<file path="src/rtl/mvu_pkg.sv">
// mvu_pkg: shared widths, CSR map and sequencer types for the
// MVU CSR APB path.
package mvu_pkg;

   localparam int NMVU           = 8;
   localparam int MVUW           = $clog2(NMVU);
   localparam int APB_ADDR_WIDTH = MVUW + 12;
   localparam int APB_DATA_WIDTH = 32;
   localparam int APB_STRB_WIDTH = APB_DATA_WIDTH / 8;
   localparam int TIMEOUT_DFLT   = 256;

   typedef logic [APB_ADDR_WIDTH-1:0] apb_addr_t;
   typedef logic [APB_DATA_WIDTH-1:0] apb_data_t;
   typedef logic [APB_STRB_WIDTH-1:0] apb_strb_t;
   typedef logic [MVUW-1:0]           mvu_sel_t;
   typedef logic [11:0]               mvu_csr_t;

   localparam mvu_csr_t CSR_MVUCOMMAND = 12'hf55;

   typedef enum logic [1:0] {
      IDLE,
      SETUP,
      ACCESS
   } seq_state_t;

   function automatic logic is_command(input mvu_csr_t csr);
      return csr == CSR_MVUCOMMAND;
   endfunction

endpackage

</file>
<file path="src/rtl/mvu_busy_tracker.sv">
// mvu_busy_tracker: per-MVU job-in-flight flags.
// A set and a clear on the same MVU in one cycle leaves the flag set.
module mvu_busy_tracker
   import mvu_pkg::*;
(
   input  logic            clk,
   input  logic            rst_n,
   input  logic [NMVU-1:0] i_set,
   input  logic [NMVU-1:0] i_clr,
   output logic [NMVU-1:0] o_busy
);

   logic [NMVU-1:0] r_busy;

   always_ff @(posedge clk or negedge rst_n) begin
      if (!rst_n) begin
         r_busy <= '0;
      end else begin
         r_busy <= (r_busy & ~i_clr) | i_set;
      end
   end

   assign o_busy = r_busy;

endmodule

</file>
<file path="src/rtl/mvu_csr_sequencer.sv">
// mvu_csr_sequencer: CSR-write descriptors to APB writes,
// gated by per-MVU busy flags.
module mvu_csr_sequencer
  import mvu_pkg::*;
#(
  parameter int TIMEOUT_CYCLES = TIMEOUT_DFLT
)
(
  input  logic            clk,
  input  logic            rst_n,
  input  logic            cmd_valid,
  output logic            cmd_ready,
  input  mvu_sel_t        cmd_mvu,
  input  mvu_csr_t        cmd_csr,
  input  apb_data_t       cmd_data,
  output apb_addr_t       paddr,
  output logic            psel,
  output logic            penable,
  output logic            pwrite,
  output apb_data_t       pwdata,
  output apb_strb_t       pstrb,
  input  logic            pready,
  input  logic            pslverr,
  input  logic [NMVU-1:0] mvu_done,
  output logic [NMVU-1:0] mvu_busy,
  output logic            idle,
  output logic            err,
  output mvu_sel_t        err_mvu,
  input  logic            err_clr
);

  seq_state_t r_state;
  apb_addr_t  r_paddr;
  apb_data_t  r_pwdata;
  apb_strb_t  r_pstrb;
  mvu_sel_t   r_tgt;
  mvu_sel_t   r_err_mvu;
  logic       r_is_cmd;
  logic       r_psel;
  logic       r_penable;
  logic       r_pwrite;
  logic       r_err;

  logic [NMVU-1:0] w_busy;
  logic [NMVU-1:0] w_set;
  logic            w_accept;
  logic            w_done;
  logic            w_timeout;
  logic            w_fail;
  logic            w_set_en;

  assign w_accept = rst_n
                  & (r_state == IDLE)
                  & cmd_valid
                  & ~w_busy[cmd_mvu];
  assign w_done   = (r_state == ACCESS) & pready;
  assign w_fail   = (w_done & pslverr)
                  | w_timeout;
  assign w_set_en = w_done & ~pslverr
                  & r_is_cmd;
  assign w_set    = w_set_en
                  ? (NMVU'(1) << r_tgt)
                  : '0;

`ifdef MVU_CSR_SEQ_TIMEOUT_EN
  localparam int CW =
    $clog2(TIMEOUT_CYCLES) + 1;

  logic [CW-1:0] r_cnt;

  always_ff @(posedge clk or negedge rst_n) begin
    if (!rst_n) begin
      r_cnt <= '0;
    end else if (w_accept) begin
      r_cnt <= '0;
    end else if (r_state == ACCESS
                 && !pready) begin
      r_cnt <= r_cnt + CW'(1);
    end
  end

  assign w_timeout = (r_state == ACCESS)
                   & ~pready
                   & (r_cnt ==
                      CW'(TIMEOUT_CYCLES - 1));
`else
  assign w_timeout = 1'b0;
`endif

  always_ff @(posedge clk or negedge rst_n) begin
    if (!rst_n) begin
      r_state   <= IDLE;
      r_paddr   <= '0;
      r_pwdata  <= '0;
      r_pstrb   <= '0;
      r_tgt     <= '0;
      r_is_cmd  <= 1'b0;
      r_psel    <= 1'b0;
      r_penable <= 1'b0;
      r_pwrite  <= 1'b0;
    end else begin
      unique case (r_state)
        IDLE: begin
          if (w_accept) begin
            r_paddr  <= {cmd_mvu, cmd_csr};
            r_pwdata <= cmd_data;
            r_tgt    <= cmd_mvu;
            r_is_cmd <= is_command(cmd_csr);
            r_psel   <= 1'b1;
            r_pwrite <= 1'b1;
            r_pstrb  <= '1;
            r_state  <= SETUP;
          end
        end
        SETUP: begin
          r_penable <= 1'b1;
          r_state   <= ACCESS;
        end
        ACCESS: begin
          if (w_done || w_timeout) begin
            r_psel    <= 1'b0;
            r_penable <= 1'b0;
            r_pwrite  <= 1'b0;
            r_pstrb   <= '0;
            r_state   <= IDLE;
          end
        end
        default: r_state <= IDLE;
      endcase
    end
  end

  always_ff @(posedge clk or negedge rst_n) begin
    if (!rst_n) begin
      r_err     <= 1'b0;
      r_err_mvu <= '0;
    end else if (w_fail
                 && (!r_err || err_clr)) begin
      r_err     <= 1'b1;
      r_err_mvu <= r_tgt;
    end else if (err_clr) begin
      r_err     <= 1'b0;
      r_err_mvu <= '0;
    end
  end

  mvu_busy_tracker u_busy (
    .clk    (clk),
    .rst_n  (rst_n),
    .i_set  (w_set),
    .i_clr  (mvu_done),
    .o_busy (w_busy)
  );

  assign cmd_ready = w_accept;
  assign idle      = (r_state == IDLE)
                   & ~cmd_valid;
  assign paddr     = r_paddr;
  assign psel      = r_psel;
  assign penable   = r_penable;
  assign pwrite    = r_pwrite;
  assign pwdata    = r_pwdata;
  assign pstrb     = r_pstrb;
  assign mvu_busy  = w_busy;
  assign err       = r_err;
  assign err_mvu   = r_err_mvu;

endmodule

</file>
<file path="config.mk">
export PLATFORM = sky130hd
export DESIGN_NAME = mvu_csr_sequencer
export DESIGN_NICKNAME = d
export VERILOG_FILES = /design/src/rtl/mvu_pkg.sv /design/src/rtl/mvu_busy_tracker.sv /design/src/rtl/mvu_csr_sequencer.sv
export SDC_FILE = /design/constraint.sdc
export NUM_CORES = 1
export LEC_CHECK = 0
export CORE_MARGIN = 2
export CORE_UTILIZATION = 30
export CTS_CLUSTER_DIAMETER = 80
export DETAILED_ROUTE_END_ITERATION = 7
export PLACE_DENSITY_LB_ADDON = 0.25
export SETUP_SLACK_MARGIN = 0.1
export SLEW_MARGIN = 30
export SYNTH_ARGS = -nofsm -noshare
export SYNTH_HDL_FRONTEND = slang
export SYNTH_SLANG_ARGS = --single-unit
</file>
<file path="constraint.sdc">
create_clock -name clk -period 2.4 [get_ports clk]
set_input_delay 0.24 -clock clk [delete_from_list [all_inputs] [get_ports clk]]
set_output_delay 0.24 -clock clk [all_outputs]
set_load 0.02 [all_outputs]
</file>
* Word level (Yosys, flattened, before mapping)
Cells that the tools add are included.
** Word-level totals
- Flip-flop bits (word level) :: 71
** Cells by class
- Reduce and logical (&&, ||, !) cells :: 11
- Shift-type cells :: 1
- $lt $le $gt $ge :: 1
- Equality and inequality tests :: 5
- Muxes and demuxes :: 17
- Bitwise logic cells :: 14
** Operators by type and width (count)
- $eq A12 B12 Y1 const B :: 1
- $and A1 B1 Y1 :: 8
- $and A8 B8 Y8 :: 1
- $mux W4 :: 2
- $mux W8 :: 1
- $not A8 Y8 :: 1
- $or A8 B8 Y8 :: 1
- $pmux W4 S2 :: 1
- $shl A1 B3 Y8 const A :: 1
- $mux W3 :: 2
- $pmux W2 S3 :: 1
- $reduce_and A2 Y1 :: 3
- $reduce_bool A2 Y1 :: 3
- $mux W1 :: 5
- $lt A3 B4 Y1 const B :: 1
- $mux W2 :: 2
- $ne A2 B2 Y1 const B :: 2
- $pmux W1 S2 :: 2
- $bmux W1 S3 :: 1
- $not A1 Y1 :: 3
- $reduce_and A3 Y1 :: 1
- $eq A2 B1 Y1 const B :: 1
- $eq A2 B2 Y1 const B :: 1
- $logic_not A2 Y1 :: 1
- other kinds (3) :: 3

* Longest topological paths before layout
Gate-level depths: netlist of run 1.
- Word-level depth :: 6
- Depth in mapped cells :: 6
- Gate-level depth less buffers :: 4

* By module
Synthesis of run 1 repeated with hierarchy kept, for this count alone.
** Second synthesis, totals
- Cell total of the unflattened synthesis :: 193
- Area, all modules :: 2733.9 um^2
** By module, submodules not included
- mvu_csr_sequencer :: cells an instance 169, area an instance 2443.6 um^2, times used 1
- mvu_busy_tracker :: cells an instance 24, area an instance 290.3 um^2, times used 1

* Worst setup path after synthesis of run 1
Ideal clock, no wire load.
- Path kind :: register to register
- Start point :: register u_busy.r_busy[7] (netlist: u_busy.o_busy[7])
- End point :: register r_paddr[0] (netlist: paddr[0])
- Setup slack :: 0.575 ns
- Stages on the path, launching flop included :: 6
- Arrival :: 1.700 ns
- Period minus slack after synthesis :: 1.825 ns
- Data required time :: 2.275 ns
- Path through :: dfrtp_1 mux2i_1 mux4_2 nand4_4 buf_6 mux2_4
** On the way
- Longest elaborated chain between the ends :: 5
** Ends and longest elaborated chain
- start: declaration :: RTL line mvu_busy_tracker.sv:13 : logic [NMVU-1:0] r_busy;
- start signal: assignment :: RTL line mvu_busy_tracker.sv:19 : r_busy <= (r_busy & ~i_clr) | i_set;
- $bmux W1 S3 :: RTL line mvu_csr_sequencer.sv:55 : & ~w_busy[cmd_mvu];
- $mux W1 (implied by the code) :: RTL line mvu_csr_sequencer.sv:55
- $not A1 Y1 :: RTL line mvu_csr_sequencer.sv:55
- $and A1 B1 Y1 :: RTL line mvu_csr_sequencer.sv:55
- $reduce_and A2 Y1 (no source line)
- end signal: assignment :: RTL line mvu_csr_sequencer.sv:105 : r_paddr <= {cmd_mvu, cmd_csr};
- end: declaration :: RTL line mvu_csr_sequencer.sv:33 : apb_addr_t r_paddr;
Every way passes these cells. The select of a mux whose other input is x is not followed.
A chain may end at the register's enable or synchronous reset.

* Worst setup path after layout of run 1
- Start point :: register u_busy.r_busy[4] (netlist: u_busy.o_busy[4])
- End point :: output cmd_ready
** On the way
- Longest elaborated chain between the ends :: 4
** Ends and longest elaborated chain
- $bmux W1 S3 :: RTL line mvu_csr_sequencer.sv:55
- $mux W1 (implied by the code) :: RTL line mvu_csr_sequencer.sv:55
- $not A1 Y1 :: RTL line mvu_csr_sequencer.sv:55
- $and A1 B1 Y1 :: RTL line mvu_csr_sequencer.sv:55
- end: declaration :: RTL line mvu_csr_sequencer.sv:12 : output logic cmd_ready,
Every way passes these cells. The select of a mux whose other input is x is not followed.

==> qor.txt, run 1 <==
vias per inst: 4.491
Clk pin slew, worst setup/hold paths: 0.08 ns
DIE WIDTH: 99.44 µm
Max clock buf depth: 2
clock sink count: 64
reg-to-reg endpoint: paddr[9]$_DFFE_PN0P_
Tcrit/Tclk final: 85.65%
Syn Nets: 246
total CTS buffers: 9
Synth area leaders: dfrtp_1 59%, mux2_4 16%, mux2_2 4.5%, buf_6 2.5%, mux2_1 2.5%
Max Clock Freq: 0.4865 GHz
initial drt markers: 47
Synth area leader: dfrtp_1
max-cap check violation count: 0
status: complete, no violations
M2 GR Usage: 23.18%
Seq/Total Area, Yosys: 58.61%
Gate power share: 37.6%
flops & latches, synth: 64
critical path type: reg -> out
port bufs: 128
Max Slew Vio Count: 0
Min-Delay Path Class: in -> async
register share of total power: 38.7%
crit path DAT: 1.82 ns
Power Density: 888.0 nW/µm²
P_sw: 1.228 mW
RD Place Congestion: 0.7074
Layout Cells excl Fill: 438
Synth top area share: 58.61%
GRT Overall Usage: 13.89%
R2R cell count: 6
initial antenna violation count: 0
Vias: 1967
Tmin final: 2.056 ns
Fillers: 804
M1 GR Usage: 17.18%
placed cell count: 422
clock power share: 23.7%
DRC: 0
worst slew pin tran: 0.8262 ns
Die H: 99.44 µm
Reg-to-Reg Start: u_busy.o_busy[4]$_DFF_PN0_
DR pass1 iterations: 4
first-pass GRT wire length: 10550 µm
wire per inst: 15.00 µm
worst skew pair latency: 0.34 ns
Initial Util: 31.18%
Yosys warning count: 0
VDD IR max: 345.5 µV
area growth from synthesis to layout: 59.66%
hpwl dp: 4758 µm
Most Used Layer, Global Route: met2
largest net degree at the start of global routing: 66
Worst Skew: 0.01247 ns
CP required: 2.16 ns
most common cell after layout, fill and taps aside: clkdlybuf4s50_1
antenna viol nets, final: 0
Final setup viols: 0
Global Route met3 Usage: 3.373%
crit path max fanout: 3
Yosys cell types: 24
sw frac: 31.71%
DRT Wirelength: 6570 µm
Power Internal: 2.646 mW
most frequent cells in the layout: 125 x clkdlybuf4s50_1, 64 x dfrtp_1, 30 x mux2_4, 13 x inv_1
layout cells sized above 1: 21.82%
CP cell instances: mux2i_1 > mux4_2 > nand4_4 > inv_1 > dlygate4sd2_1
die footprint: 9888 µm²
synthesized cell area: 2733 µm²
row count: 34
nature of the critical path endpoint: primary output
Lkg Pwr: 1.923 nW
RSZ-0062 raised after global routing: false
Root Driver: clkbuf_8
core area: 8763 µm²
crit start category: flip-flop
H-tree depth: 3
Critical Path Slowest Stage Cell: mux4_2
Overflow after GRT: 0
Reg2Reg Setup Slack: 0.47 ns
final net count: 386
Avg Inst Size Synth: 14.77 µm²
# diodes: 0
final core occ: 49.79%
Slew HR: 44.92%
Final TNS setup: 0 ns
Ports: 129
cell count after synthesis: 185
setup bufs post-CTS: 0
Max stage delay on crit path: 0.51 ns
final hold vios: 0
CTS tree: done
number of global-route vias before repair: 2097
[repair_timing]
action                                  CTS  global route
hold buffers                              0             0
endpoints found under the setup margin    1             0
gates resized for setup                   2             0
[metal layers]
| layer | up-vias | part of all wire [%] |
|---|---|---|
| met2 | 73 | 50 |
| met5 | - | 0 |
| li1 | 924 | - |
| met4 | 0 | 1.6 |
| met3 | 9 | 6.0 |
| met1 | 961 | 43 |
[synthesized netlist by cell type, drive strengths merged]
cell / n
nand4: 4
nor3: 1
o22ai: 6
mux4: 1
nand2b: 3
nor3b: 1
nand4b: 1
inv: 13
mux2: 47
o2bb2ai: 1
mux2i: 6
a21oi: 2
o32ai: 2
dfrtp: 64
buf: 11
o21ai: 5
nor2: 4
nor4bb: 1
nand2: 11
nand3b: 1
[flip-flops by register name, indices dropped and copies added (netlist names)]
| name | cells |
|---|---|
| u_busy.o_busy | 8 |
| pwdata | 32 |
| r_is_cmd | 1 |
| pstrb | 1 |
| err | 1 |
| r_state | 2 |
| err_mvu | 3 |
| penable | 1 |
| paddr | 15 |
[metrics by stage]
stage | setup WS [ns] | power (mW) | hold slack (ns) | area [µm²]
after CTS | 0.3004 | 3.923 | 0.1543 | 4363
after global placement | -0.04937 | 2.972 | 0.4773 | 4169
after detailed placement | -0.08908 | 2.988 | 0.4846 | 4169
final | 0.3445 | 3.874 | 0.1285 | 4363
after floorplan | 0.5754 | 2.249 | -0.05559 | 2733
after global routing | 0.2118 | 4.068 | 0.2080 | 4363
[final cells by class]
class	instances	area, µm²	area share, %
Inverter	13	48.80	1.118
Tap cell	108	135.1	3.097
Sequential cell	64	1602	36.71
Timing Repair Buffer	140	1404	32.18
Clock buffer	9	123.9	2.839
Clock inverter	7	72.57	1.663
Multi-Input combinational cell	97	977.2	22.40
[critical path: cells and delay by family (launching register included)]
family	cells	cell delay [ns]
buf+inv	2	0.36
mux	2	0.61
simple gates	1	0.13
flops	1	0.39
[power by group through the flow]
stage / clock network (mW) / registers [mW] / logic (mW)
finish: 0.919 / 1.50 / 1.46
floorplan: 0 / 1.79 / 0.455
CTS: 0.945 / 1.50 / 1.48
global placement: 0 / 1.51 / 1.46
global route: 0.998 / 1.54 / 1.53
detailed placement: 0 / 1.51 / 1.48
[worst max-delay path by stage]
| stage | from | to | slack (ns) | cells past startpoint |
|---|---|---|---|---|
| 2_1_floorplan | u_busy.o_busy[7]$_DFF_PN0_ | paddr[0]$_DFFE_PN0P_ | 0.58 | 5 |
| 3_3_place_gp | cmd_mvu[1] | cmd_ready | -0.05 | 6 |
| 3_5_place_dp | cmd_mvu[1] | cmd_ready | -0.09 | 6 |
| 4_1_cts | u_busy.o_busy[4]$_DFF_PN0_ | cmd_ready | 0.30 | 5 |
| 5_1_grt | u_busy.o_busy[5]$_DFF_PN0_ | cmd_ready | 0.21 | 5 |
| 6_report | u_busy.o_busy[4]$_DFF_PN0_ | cmd_ready | 0.34 | 5 |
[logic make-up after synthesis]
family                 count (synthesis)  share of synthesized area [%]
multiplexers                          54                          26.51
buffers and inverters                 24                          5.632
AND/OR/NAND/NOR                       27                          5.632
flip-flops                            64                          58.61
AO/OA/AOI/OAI                         16                          3.617
Power figures use the tool's default switching activity.
==> inputs of run 2 (changes only) <==
--- a/config.mk
+++ b/config.mk
@@ -11,6 +11,7 @@
 export DETAILED_ROUTE_END_ITERATION = 7
 export PLACE_DENSITY_LB_ADDON = 0.25
 export SETUP_SLACK_MARGIN = 0.1
+export SKIP_CTS_REPAIR_TIMING = 1
 export SLEW_MARGIN = 30
 export SYNTH_ARGS = -nofsm -noshare
 export SYNTH_HDL_FRONTEND = slang
==> constraint.sdc (replaced) <==
create_clock -name clk -period 2.4 [get_ports clk]
set_input_delay 0.24 -clock clk [delete_from_list [all_inputs] [get_ports clk]]
set_output_delay 0.24 -clock clk [all_outputs]
set_load 0.1 [all_outputs]
==> run 2 against run 1 <==
Sequential share of layout area is 2.1 points higher. Sequential power hardly changed. Clock-buffer cell count up 2. Via count is 3.6% lower. Cell count shrank 1.8%. Worst setup slack lost 0.11 ns. Die area did not move. Critical path type is now in -> out. Critical endpoint unchanged.
==> qor.txt, run 2 (synthesis gave the netlist of run 1 again) <==
multi-input logic area: 982.2 µm² (was 977.2 µm²)
CP required: 2.16 ns (about the same)
DRT Wirelength: 6407 µm (was 6570 µm)
Max Clock Freq: 0.4624 GHz (was 0.4865 GHz)
hpwl dp: 4748 µm (was 4758 µm)
Slew HR: 71.49% (was 44.92%)
most frequent cells in the layout: 70 x buf_4, 58 x clkdlybuf4s50_1, 56 x dfrtp_1, 30 x mux2_4, 13 x inv_1 (was 125 x clkdlybuf4s50_1, 64 x dfrtp_1, 30 x mux2_4, 13 x inv_1)
core area: 8763 µm² (unchanged)
Top Family by Delay on Critical Path: buffers and inverters (was multiplexers)
antenna viol nets, final: 0 (unchanged)
number of global-route vias before repair: 2036 (was 2097)
nature of the critical path endpoint: primary output (unchanged)
Most Used Layer, Global Route: met2 (unchanged)
Tmin final: 2.162 ns (was 2.056 ns)
area growth from synthesis to layout: 51.79% (was 59.66%)
Clk pin slew, worst setup/hold paths: 0.07 ns (was 0.08 ns)
critical path type: in -> out (was reg -> out)
initial antenna violation count: 0 (unchanged)
clock power share: 16.4% (was 23.7%)
M1 GR Usage: 16.87% (was 17.18%)
RSZ-0062 raised after global routing: false (unchanged)
Ports: 129 (unchanged)
most common cell after layout, fill and taps aside: buf_4 (was clkdlybuf4s50_1)
Power Internal: 2.548 mW (was 2.646 mW)
Vias: 1896 (was 1967)
worst slew pin tran: 0.4276 ns (was 0.8262 ns)
DR pass1 iterations: 4 (unchanged)
crit path DAT: 1.92 ns (was 1.82 ns)
M2 GR Usage: 22.19% (was 23.18%)
final hold vios: 0 (unchanged)
max-cap check violation count: 0 (unchanged)
CTS tree: done (unchanged)
final net count: 379 (was 386)
clock sink count: 64 (unchanged)
status: complete, no violations (unchanged)
Reg area: 1612 µm² (was 1602 µm²)
Power Density: 1314 nW/µm² (was 888.0 nW/µm²)
RD Place Congestion: 0.7163 (was 0.7074)
Max stage delay on crit path: 0.56 ns (was 0.51 ns)
DIE WIDTH: 99.44 µm (unchanged)
die footprint: 9888 µm² (unchanged)
sw frac: 53.25% (was 31.71%)
Max Slew Vio Count: 0 (unchanged)
Overflow after GRT: 0 (unchanged)
Critical Path Slowest Stage Cell: clkdlybuf4s50_1 (was mux4_2)
total CTS buffers: 9 (unchanged)
largest net degree at the start of global routing: 34 (was 66)
Die H: 99.44 µm (unchanged)
CP cell instances: clkdlybuf4s50_1 > mux4_2 > nand4_4 > buf_4 > inv_1 > buf_12 (was mux2i_1 > mux4_2 > nand4_4 > inv_1 > dlygate4sd2_1)
Final setup viols: 0 (unchanged)
row count: 34 (unchanged)
Fillers: 794 (was 804)
Max clock buf depth: 2 (unchanged)
Non-Filler Cell Area, Final: 4148 µm² (was 4363 µm²)
Root Driver: clkbuf_8 (unchanged)
Global Route met3 Usage: 3.514% (was 3.373%)
port bufs: 128 (unchanged)
Worst Skew: 0.006446 ns (was 0.01247 ns)
Placement Cell Area: 3959 µm² (was 4169 µm²)
Lkg Pwr: 1.961 nW (was 1.923 nW)
layout cells sized above 1: 43.48% (was 21.82%)
DRC: 0 (unchanged)
Buf/Inv on CP: 4 (was 2)
worst skew pair latency: 0.33 ns (was 0.34 ns)
register share of total power: 27.6% (was 38.7%)
Tcrit/Tclk final: 90.10% (was 85.65%)
Min-Delay Path Class: in -> async (unchanged)
initial drt markers: 51 (was 47)
first-pass GRT wire length: 10310 µm (was 10550 µm)
GRT Overall Usage: 13.63% (was 13.89%)
VDD IR max: 707.2 µV (was 345.5 µV)
Initial Util: 31.18% (unchanged)
wire per inst: 14.90 µm (was 15.00 µm)
crit path max fanout: 6 (was 3)
vias per inst: 4.409 (was 4.491)
Gate power share: 56.0% (was 37.6%)
Final TNS setup: 0 ns (unchanged)
# diodes: 0 (unchanged)
H-tree depth: 3 (unchanged)
crit start category: input pin (was flip-flop)
max reg flops: 32 (unchanged)
P_sw: 2.902 mW (was 1.228 mW)
==> run 2: cell types whose count changed in the layout (fill, tap and decap cells not counted), moves of 2 or more <==
cell | previous run | this run
buf_4 | 10 | 70
clkdlybuf4s50_1 | 125 | 58
clkinv_4 | 2 | 0
clkinvlp_4 | 2 | 0
dfrtp_1 | 64 | 56
dfrtp_2 | 0 | 8
dlygate4sd2_1 | 2 | 0
==> run 2: power by group through the flow <==
stage               clock network (mW)  registers (mW)  logic [mW]
floorplan                            0            3.28       0.658
global placement                     0            1.52        3.05
detailed placement                   0            1.52        3.07
CTS                              0.933            1.51        3.07
global route                     0.985            1.54        3.13
finish                           0.893            1.50        3.05
==> run 2: worst reg2reg max path: cells and delay by family, from the launching register on <==
kind / cells / cell delay, ns
buffers and inverters: 1 / 0.20
multiplexers: 3 / 0.96
AND/OR/NAND/NOR: 1 / 0.15
flip-flops: 1 / 0.39
==> run 2: final cells by class <==
class | count | share of cell area, %
Tap cell | 108 | 3.258
Timing Repair Buffer | 133 | 28.54
Multi-Input combinational cell | 97 | 23.68
Clock buffer | 11 | 3.409
Inverter | 13 | 1.176
Sequential cell | 64 | 38.85
Clock inverter | 4 | 1.086
==> run 2: final timing paths <==
path	start	to	slack [ns]	cells after the start
max	cmd_mvu[0]	cmd_ready	0.24	6
min	rst_n	pwdata[13]$_DFFE_PN0P_	0.05	2
max reg2reg	u_busy.o_busy[6]$_DFF_PN0_	pwdata[18]$_DFFE_PN0P_	0.59	5
min reg2reg	pwdata[3]$_DFFE_PN0P_	pwdata[3]$_DFFE_PN0P_	0.50	1
max in group asynchronous	rst_n	u_busy.o_busy[1]$_DFF_PN0_	2.03	2
min in group clk	cmd_mvu[1]	paddr[13]$_DFFE_PN0P_	0.37	2
==> run 2: per-stage QoR <==
stage	util [%]	setup WS, ns	hold slack [ns]	cells	power [mW]
6_report	47.33	0.2375	0.04585	430	5.450
5_1_grt	47.33	0.1785	0.05956	430	5.655
4_1_cts	47.30	0.05892	0.03581	430	5.512
3_5_place_dp	45.17	0.03265	0.4087	415	4.591
3_3_place_gp	45.17	0.06406	0.4149	415	4.576
2_1_floorplan	-	0.1270	-0.05559	185	3.940
==> run 2: metal layers <==
metal	vias to the layer above	routed length [µm]
li1	904	-
met2	71	3294
met1	914	2629
met3	7	397
met4	0	86
met5	-	0
==> inputs of run 3 (changes only) <==
--- a/config.mk
+++ b/config.mk
@@ -15,4 +15,5 @@
 export SLEW_MARGIN = 30
 export SYNTH_ARGS = -nofsm -noshare
 export SYNTH_HDL_FRONTEND = slang
+export SYNTH_HIERARCHICAL = 1
 export SYNTH_SLANG_ARGS = --single-unit
==> run 3 against run 2 <==
Routed wire length is 1.7% higher. Critical path depth did not move. Power fell by 6.8%. Via count up 3.1%. Register-to-register slack got worse by 0.08 ns. Maximum frequency down 1.2%. Largest power group unchanged.
==> qor.txt, run 3 <==
wire per inst: 14.80 µm (was 14.90 µm)
Syn Nets: 254 (was 246)
Avg Inst Size Synth: 14.17 µm² (was 14.77 µm²)
max-cap check violation count: 0 (unchanged)
most common cell after layout, fill and taps aside: buf_4 (unchanged)
Compound-Gate Fraction of Synth Area: 3.799% (was 3.617%)
Min-Delay Path Class: in -> async (unchanged)
Max Clock Freq: 0.4570 GHz (was 0.4624 GHz)
crit path DAT: 1.95 ns (was 1.92 ns)
CTS tree: done (unchanged)
pre-CTS setup slack: -0.03029 ns (was 0.03265 ns)
Max stage delay on crit path: 0.42 ns (was 0.56 ns)
antenna viol nets, final: 0 (unchanged)
area growth from synthesis to layout: 50.76% (was 51.79%)
Tcrit/Tclk final: 91.18% (was 90.10%)
DRT Wirelength: 6513 µm (was 6407 µm)
final net count: 388 (was 379)
row count: 34 (unchanged)
GRT Overall Usage: 13.55% (was 13.63%)
DIE WIDTH: 99.46 µm (was 99.44 µm)
Power Density: 1233 nW/µm² (was 1314 nW/µm²)
DRC: 0 (unchanged)
Fillers: 826 (was 794)
Synth area leader: dfrtp_1 (unchanged)
most frequent cells in the layout: 72 x buf_4, 58 x clkdlybuf4s50_1, 56 x dfrtp_1, 23 x mux2_2, 20 x mux2_4 (was 70 x buf_4, 58 x clkdlybuf4s50_1, 56 x dfrtp_1, 30 x mux2_4, 13 x inv_1)
H-tree depth: 3 (unchanged)
clock sink count: 64 (unchanged)
CP cell instances: mux2i_1 > mux4_2 > nand4_4 > buf_12 > inv_1 > buf_12 (was clkdlybuf4s50_1 > mux4_2 > nand4_4 > buf_4 > inv_1 > buf_12)
CP required: 2.16 ns (about the same)
flops & latches, synth: 64 (unchanged)
nature of the critical path endpoint: primary output (unchanged)
worst skew pair latency: 0.34 ns (was 0.33 ns)
die footprint: 9892 µm² (was 9888 µm²)
crit start category: flip-flop (was input pin)
VDD IR max: 608.4 µV (was 707.2 µV)
final hold vios: 0 (unchanged)
Worst Skew: 0.01072 ns (was 0.006446 ns)
placed cell count: 424 (was 415)
Critical Path Slowest Stage Cell: dfrtp_2 (was clkdlybuf4s50_1)
Tmin final: 2.188 ns (was 2.162 ns)
largest net degree at the start of global routing: 66 (was 34)
M1 GR Usage: 16.97% (was 16.87%)
initial drt markers: 30 (was 51)
final core occ: 47.03% (was 47.33%)
synthesized cell area: 2734 µm² (was 2733 µm²)
worst slew pin tran: 0.8242 ns (was 0.4276 ns)
Synth top cells by count: 64 x dfrtp_1, 23 x mux2_2, 20 x mux2_4 (was 64 x dfrtp_1, 30 x mux2_4, 13 x inv_1)
total CTS buffers: 9 (unchanged)
final worst-path setup slack: 0.2117 ns (was 0.2375 ns)
xor/xnor share of the synthesized area: 0% (unchanged)
RD Place Congestion: 0.7465 (was 0.7163)
number of synthesized flops with an enable pin: 0 (unchanged)
Most Used Layer, Global Route: met2 (unchanged)
Max Slew Vio Count: 0 (unchanged)
post-synthesis mux area share: 25.17% (was 26.51%)
Global Route met3 Usage: 3.303% (was 3.514%)
Lkg Pwr: 2.028 nW (was 1.961 nW)
M2 GR Usage: 21.93% (was 22.19%)
Die H: 99.46 µm (was 99.44 µm)
Synth top area share: 58.58% (was 58.61%)
Buf/Inv on CP: 3 (was 4)
Top Family by Delay on Critical Path: multiplexers (was buffers and inverters)
crit path max fanout: 13 (was 6)
Final setup viols: 0 (unchanged)
status: complete, no violations (unchanged)
Ports: 129 (unchanged)
hpwl dp: 4829 µm (was 4748 µm)
cell count after synthesis: 193 (was 185)
most used cell, CP: buf_12
Yosys cell types: 23 (was 24)
main combinational cell family by area after synthesis: multiplexers (unchanged)
Top FF cell, synth: dfrtp_1 (unchanged)
Post-synth ARST share: 100.0% (unchanged)
Slew HR: 45.05% (was 71.49%)
Vias: 1954 (was 1896)
port bufs: 128 (unchanged)
Yosys warning count: 6 (was 0)
# diodes: 0 (unchanged)
Max clock buf depth: 2 (unchanged)
area share of and/or/nand/nor cells after synthesis: 6.819% (was 5.632%)
core area: 8763 µm² (unchanged)
most frequent cell after synthesis: dfrtp_1 (unchanged)
Seq/Total Area, Yosys: 58.58% (was 58.61%)
RSZ-0062 raised after global routing: false (unchanged)
Layout Cells excl Fill: 440 (was 430)
DR pass1 iterations: 4 (unchanged)
layout cells sized above 1: 43.37% (was 43.48%)
Initial Util: 31.20% (was 31.18%)
first-pass GRT wire length: 10380 µm (was 10310 µm)
vias per inst: 4.441 (was 4.409)
Root Driver: clkbuf_8 (unchanged)
Final TNS setup: 0 ns (unchanged)
initial antenna violation count: 0 (unchanged)
Synth area leaders: dfrtp_1 59%, mux2_4 11%, mux2_2 9.5%, buf_6 2.5%, a21o_1 2.2% (was dfrtp_1 59%, mux2_4 16%, mux2_2 4.5%, buf_6 2.5%, mux2_1 2.5%)
critical path type: reg -> out (was in -> out)
Overflow after GRT: 0 (unchanged)
number of global-route vias before repair: 2015 (was 2036)
Clk pin slew, worst setup/hold paths: 0.07 ns (about the same)
max reg flops: 32 (unchanged)
post-synthesis adder-cell area fraction: 0% (unchanged)
## run 3: cell count changes after synthesis
cell | previous run | this run
a21oi_1 | 2 | 3
mux2i_1 | 6 | 5
mux2_4 | 30 | 20
a21o_1 | 0 | 8
mux2_2 | 11 | 23
mux2_1 | 6 | 5
o22ai_1 | 6 | 0
nor2_1 | 4 | 10
o32ai_1 | 2 | 0
nor3_1 | 1 | 3
o21ai_0 | 5 | 4
## run 3: logic make-up after synthesis
logic type / after synthesis
AND/OR/NAND/NOR: 35
AO/OA/AOI/OAI: 16
buffers and inverters: 24
flip-flops: 64
multiplexers: 54
## run 3: path summary, 6_finish.rpt
path / slack (ns) / startpoint / endpoint / cells after the start
min in group clk: 0.26 / rst_n / r_state[0]$_DFFE_PN0P_ / 3
max in group asynchronous: 1.69 / rst_n / u_busy/o_busy[2]$_DFF_PN0_ / 2
max reg2reg: 0.51 / u_busy/o_busy[7]$_DFF_PN0_ / paddr[10]$_DFFE_PN0P_ / 5
min reg2reg: 0.50 / paddr[9]$_DFFE_PN0P_ / paddr[9]$_DFFE_PN0P_ / 1
max: 0.21 / u_busy/o_busy[7]$_DFF_PN0_ / cmd_ready / 6
min: 0.14 / rst_n / paddr[8]$_DFFE_PN0P_ / 2
## run 3: metrics by stage
step                hold WS [ns]  instance area (µm²)  power (mW)
CTS                       0.1719                 4119       5.141
global route              0.2130                 4121       5.270
detailed placement        0.4842                 3955       4.326
finish                    0.1414                 4121       5.082
global placement          0.4755                 3955       4.312
floorplan               -0.05559                 2749       3.710
## run 3: power breakdown
group / internal [mW] / total [mW] / switching [mW] / leakage [nW]
Clock: 0.369 / 0.792 / 0.423 / 0.0858
Combinational: 0.657 / 2.82 / 2.17 / 1.17
Sequential: 1.31 / 1.47 / 0.158 / 0.769
Total: 2.33 / 5.08 / 2.75 / 2.03
## run 3: layout make-up
class	count	area, µm²	area share [%]
clock buffers	10	127.6	3.097
well taps	108	135.1	3.279
repair buffers	134	1179	28.60
inverters	13	48.80	1.184
multi-input cells	105	983.4	23.86
clock inverters	6	36.28	0.8804
flip-flops and latches	64	1612	39.10
## run 3: worst reg2reg max path, cell delays in order (launching register included)
cell     delay, ns
dfrtp_2       0.38
mux2i_1       0.10
mux4_2        0.52
nand4_4       0.18
buf_4         0.25
mux2_1        0.34
## run 3: metal layers
metal  wire (µm)  share of wire (%)
met4         108                1.7
met2        3221                 49
met3         337                5.2
met5           0                  0
met1        2845                 44
